## src/rtl/data_memory_be.sv

```systemverilog
// Byte-addressed data memory for the RV32 MEM stage: byte-lane stores, extended
// loads with a registered one-cycle response, and fault flagging.
module data_memory_be #(
  parameter  int DEPTH = 64,
  localparam int IDX_W = $clog2(DEPTH)
) (
  input  logic        i_Clk,
  input  logic        i_Reset,
  input  logic        i_Req,
  input  logic        i_wEnable,
  input  logic [1:0]  i_Size,
  input  logic        i_Unsigned,
  input  logic [31:0] i_Addr,
  input  logic [31:0] i_wData,
  output logic [31:0] o_rData,
  output logic        o_rValid,
  output logic        o_Fault,
  output logic        o_wDone
);
  localparam int NUM_LANES = 4;

  typedef logic [NUM_LANES-1:0][7:0] word_t;

  word_t [DEPTH-1:0] mem_q, mem_d;
  logic [31:0]       rdata_q, rdata_d;
  logic              rvalid_q, rvalid_d;
  logic              fault_q, fault_d;
  logic              wdone_q, wdone_d;

  logic [IDX_W-1:0]     idx;
  logic [1:0]           lane;
  logic                 oor, mis, bad;
  logic [NUM_LANES-1:0] be;
  logic [31:0]          wbytes;
  logic [31:0]          rd_word, ld_val;
  logic [7:0]           byte_v;
  logic [15:0]          half_v;

  always_comb begin
    idx  = i_Addr[IDX_W+1:2];
    lane = i_Addr[1:0];
    oor  = |i_Addr[31:IDX_W+2];
    mis  = 1'b0;
    be   = '0;
    wbytes = i_wData;
    case (i_Size)
      2'b00: begin
        be     = NUM_LANES'(1) << lane;
        wbytes = {4{i_wData[7:0]}};
      end
      2'b01: begin
        mis    = i_Addr[0];
        be     = i_Addr[1] ? 4'b1100 : 4'b0011;
        wbytes = {2{i_wData[15:0]}};
      end
      2'b10: begin
        mis = |i_Addr[1:0];
        be  = 4'b1111;
      end
      default: mis = 1'b1;
    endcase
    bad = oor | mis;

    // Store data is replicated across lanes so each lane just picks its own byte.
    mem_d = mem_q;
    if (i_Req && i_wEnable && !bad) begin
      for (int l = 0; l < NUM_LANES; l++)
        if (be[l]) mem_d[idx][l] = wbytes[8*l +: 8];
    end

    rd_word = mem_q[idx];
    byte_v  = rd_word[8*lane +: 8];
    half_v  = rd_word[16*i_Addr[1] +: 16];
    case (i_Size)
      2'b00:   ld_val = i_Unsigned ? {24'h0, byte_v} : {{24{byte_v[7]}}, byte_v};
      2'b01:   ld_val = i_Unsigned ? {16'h0, half_v} : {{16{half_v[15]}}, half_v};
      default: ld_val = rd_word;
    endcase

    rvalid_d = i_Req && !i_wEnable && !bad;
    wdone_d  = i_Req && i_wEnable && !bad;
    fault_d  = i_Req && bad;
    rdata_d  = rvalid_d ? ld_val : rdata_q;
  end

  always_ff @(posedge i_Clk or negedge i_Reset) begin
    if (!i_Reset) begin
      mem_q    <= '0;
      rdata_q  <= '0;
      rvalid_q <= 1'b0;
      fault_q  <= 1'b0;
      wdone_q  <= 1'b0;
    end else begin
      mem_q    <= mem_d;
      rdata_q  <= rdata_d;
      rvalid_q <= rvalid_d;
      fault_q  <= fault_d;
      wdone_q  <= wdone_d;
    end
  end

  assign o_rData  = rdata_q;
  assign o_rValid = rvalid_q;
  assign o_Fault  = fault_q;
  assign o_wDone  = wdone_q;
endmodule

```

## config.mk

```make
export PLATFORM = sky130hd
export DESIGN_NAME = data_memory_be
export DESIGN_NICKNAME = d
export VERILOG_FILES = /design/src/rtl/data_memory_be.sv
export SDC_FILE = /design/constraint.sdc
export NUM_CORES = 2
export LEC_CHECK = 0
export ABC_AREA = 0
export BUFFER_PORTS_ARGS = -buffer_cell sky130_fd_sc_hd__buf_2
export CORE_MARGIN = 5
export CORE_UTILIZATION = 50
export DETAILED_ROUTE_END_ITERATION = 8
export PLACE_DENSITY = 0.65
export SYNTH_ARGS = -nofsm -noshare
export SYNTH_HDL_FRONTEND = slang
export SYNTH_SLANG_ARGS = --single-unit
export TNS_END_PERCENT = 1
```

## constraint.sdc

```tcl
create_clock -name i_Clk -period 4.2 [get_ports i_Clk]
set_input_delay 0.21 -clock i_Clk [delete_from_list [all_inputs] [get_ports i_Clk]]
set_output_delay 0.21 -clock i_Clk [all_outputs]
set_load 0.01 [all_outputs]
```

==> results.tsv <==
metric	value	unit
status	finished with violations	
failing checks	max-capacitance violations, max-slew violations	
period utilisation layout	94.11	%
Placed Area	0.09550	sq mm
Area growth, synth to finish	13.17	%
register area share after synthesis	57.26	%
Gate Count Post-Synth	8678	
Mapped Avg Cell Area	10.49	sq um
post-layout util	56.93	%
largest net degree at the start of global routing	136	
initial antenna violation count	10	
final wirelength	345.5	mm
post-route design area	0.1030	sq mm
Post-Synth Adder-Cell Area	0	%
leakage power	46.41	nW
Setup WS pre-CTS	-61.56	ps
Inserted Clock Buffers	215	
flops & latches, synth	2083	
Mapped Nets	8749	
largest family of logic cells by synthesized area	compound AO/OA/AOI/OAI gates	
Slew HR	-7.460	%
Slew Viols, Final	22	
kind of critical path	in -> reg	
final setup fails	0	
Detail Route Antenna Nets	0	
vias in the first global route	70390	
chip width	436.7	microns
Worst-Skew Late Latency	880	ps
# DRC	0	
DR WL/cell	30.83	microns
Max clock buf depth	3	
# Max-Cap Violations	4	
multiplexer area fraction after synthesis	10.32	%
Core Region	0.1809	sq mm
Starting Density	50.31	%
ys flop type	dfrtp_1	
HP Class	in -> async	
Initial DRT Pass Iterations	6	
Worst VDD drop	413.4	uV
# fillers	15380	
Synth Area in XOR/XNOR	0	%
Arr. time, crit path	4690	ps
worst setup margin	247.5	ps
Worst-path clk slew	70	ps
number of vias per cell	6.524	
RSZ-0062 raised after global routing	no	
CP Capture Type	flop	
die area	0.1907	sq mm
H-tree depth	4	
GR Overflow Total	0	
Vias	73110	
buffers added on ports	105	
Final min period	3953	ps
Post-Synth Simple-Gate Area	10.35	%
CTS root buffer	clkbuf_16	
post-synth cell types	86	
actual slew at the worst max-slew pin	1606	ps
global router's overall resource usage	35.71	%
post-synthesis compound-gate area fraction	18.48	%
dpl cells	10800	
Die H	436.7	microns
first-pass GRT wire length	503.7	mm
CTS sink count	2083	
startpoint types	input pin	
Max Fclk	253.0	MHz
EDFF count, synth	0	
critical path peak fanout	64	
Hold Vio Cnt, Final	0	
GPL Wtd Cong	1.011	
layout cells sized above 1	17.50	%
pwr dens	410.6	mW/mm^2
post-DP HPWL	231.1	mm
Nets	8734	
Final Total Pwr	42.30	mW
synthesized cell area	0.09103	sq mm
I/O pins	106	
post-synthesis async set-or-reset flop share	100.0	%
final setup skew	52.46	ps
number of cell rows	156	
yosys warns	0	
Non-Filler Instances	11210	
drt initial violations	9336	
CP required	4940	ps
post-cts sizing count	0	
clock tree from TritonCTS	yes	
[final cells by class]
type                    count  area [sq um]  share of cell area (%)
diodes                      8         20.02                 0.01943
well taps                2370          2965                   2.879
clock inverters            66         864.6                  0.8393
clock buffers             317          6416                   6.229
inverters                  14         55.05                 0.05344
repair buffers            501          4449                   4.319
multi-input cells        5848         36120                   35.06
flip-flops and latches   2083         52130                   50.60
[Yosys cell counts, types with 10 or more instances]
cell type	number	area (sq um)
dfrtp_1	2083	52120
nand2_1	1875	7038
o21ai_0	1608	8048
mux2_2	593	6678
clkbuf_1	483	1813
a22oi_1	381	2860
mux2i_1	199	1992
buf_2	166	830.8
nor2_1	139	521.8
a221oi_1	132	1156
a21oi_1	119	595.6
a22o_1	105	919.6
a31oi_1	70	437.9
o22ai_1	53	331.6
a221o_1	38	380.4
buf_1	36	135.1
nand3_1	36	180.2
nand4_1	33	206.5
mux4_2	30	675.7
buf_4	29	217.7
a222oi_1	26	260.3
o211ai_1	26	195.2
buf_6	19	214.0
nor3_1	19	95.09
a211oi_1	17	127.6
and4b_1	17	170.2
a41oi_1	16	140.1
nor2b_1	16	100.1
o2bb2ai_1	16	140.1
a2111oi_0	15	131.4
and3_1	15	93.84
nor4bb_1	15	150.1
o221ai_1	15	131.4
nand2b_1	14	87.58
o31ai_1	14	105.1
inv_1	12	45.04
nand4b_1	12	105.1
and4_1	11	96.34
nor4_1	11	68.82
or4_1	11	82.58
a211o_1	10	87.58
[power by group]
| group | switching, mW | internal [mW] |
|---|---|---|
| clock | 8.28 | 11.5 |
| sequential | 0.000187 | 20.1 |
| combinational | 2.01 | 0.490 |
| total | 10.3 | 32.0 |
[registers in the layout, summed over array words and instances (netlist names)]
register,flops
mem_q,2048
o_rData,32
o_Fault,1
o_rValid,1
o_wDone,1
[worst paths after layout]
kind | cells after the start | startpoint | slack, ps | endpoint
worst max-delay path | 12 | i_Addr[1] | 250 | mem_q[678]
worst min register to register | 2 | mem_q[1904] | 470 | mem_q[1904]
worst max register to register | 12 | mem_q[191] | 410 | o_rData[28]
max in group asynchronous | 3 | i_Reset | 2700 | mem_q[543]
worst min-delay path | 2 | i_Reset | 2 | mem_q[819]
min in group i_Clk | 4 | i_wData[8] | 10 | mem_q[1832]
[stage by stage]
step / hold WS [ps] / setup TNS (ps)
after global placement: 342.2 / -2.688
final: 1.958 / 0
after floorplan: -85.59 / 0
after detailed placement: 328.9 / -61.56
after global routing: 6.420 / 0
after CTS: 11.00 / 0
[per-layer routing]
layer | track usage [%] | part of all wire, % | up-vias
met4 | 22.35 | 7.7 | 6
met2 | 52.21 | 43 | 4121
met5 | 0 | 0.011 | -
met1 | 48.22 | 39 | 36830
li1 | - | - | 31030
met3 | 8.460 | 10 | 1131
[placed cells by master, fill, tap and decap left out, types with 33 or more instances in the layout]
master / synthesis / routed
a21oi_1: 119 / 111
a221o_1: 38 / 38
a221oi_1: 132 / 132
a22o_1: 105 / 105
a22oi_1: 381 / 381
a31oi_1: 70 / 70
buf_12: 0 / 69
buf_2: 166 / 100
buf_4: 29 / 308
clkbuf_1: 483 / 39
clkbuf_16: 0 / 217
clkbuf_8: 0 / 61
clkinv_2: 0 / 35
dfrtp_1: 2083 / 2083
mux2_2: 593 / 593
mux2i_1: 199 / 183
nand2_1: 1875 / 1872
nand3_1: 36 / 33
nand4_1: 33 / 33
nor2_1: 139 / 130
o21ai_0: 1608 / 1608
o22ai_1: 53 / 53
[worst max-delay path: stages]
cell and delay [ps]:
dlygate4sd3_1 580, buf_2 300, nor2_1 210, o22ai_1 190, nor4_2 370, nand3_1 110, dlygate4sd3_1 570, buf_4 200
nor2_4 120, buf_4 610, nand2_1 690, mux2_2 480
[repair_timing]
action	4_1_cts	5_1_grt
hold buffers	21	0
setup buffers	0	0
setup endpoints to repair	0	0
endpoints found under the hold margin	320	0
[cell families (layout without fill, tap and decap cells)]
logic type             Yosys count  in the layout
AOI/OAI and AO/OA             2745           2745
buffers and inverters          747            898
DFF                           2083           2083
muxes                          826            826
other                            0              8
and+or+nand+nor               2277           2277
Note: power is estimated with default switching activity, not from simulation.
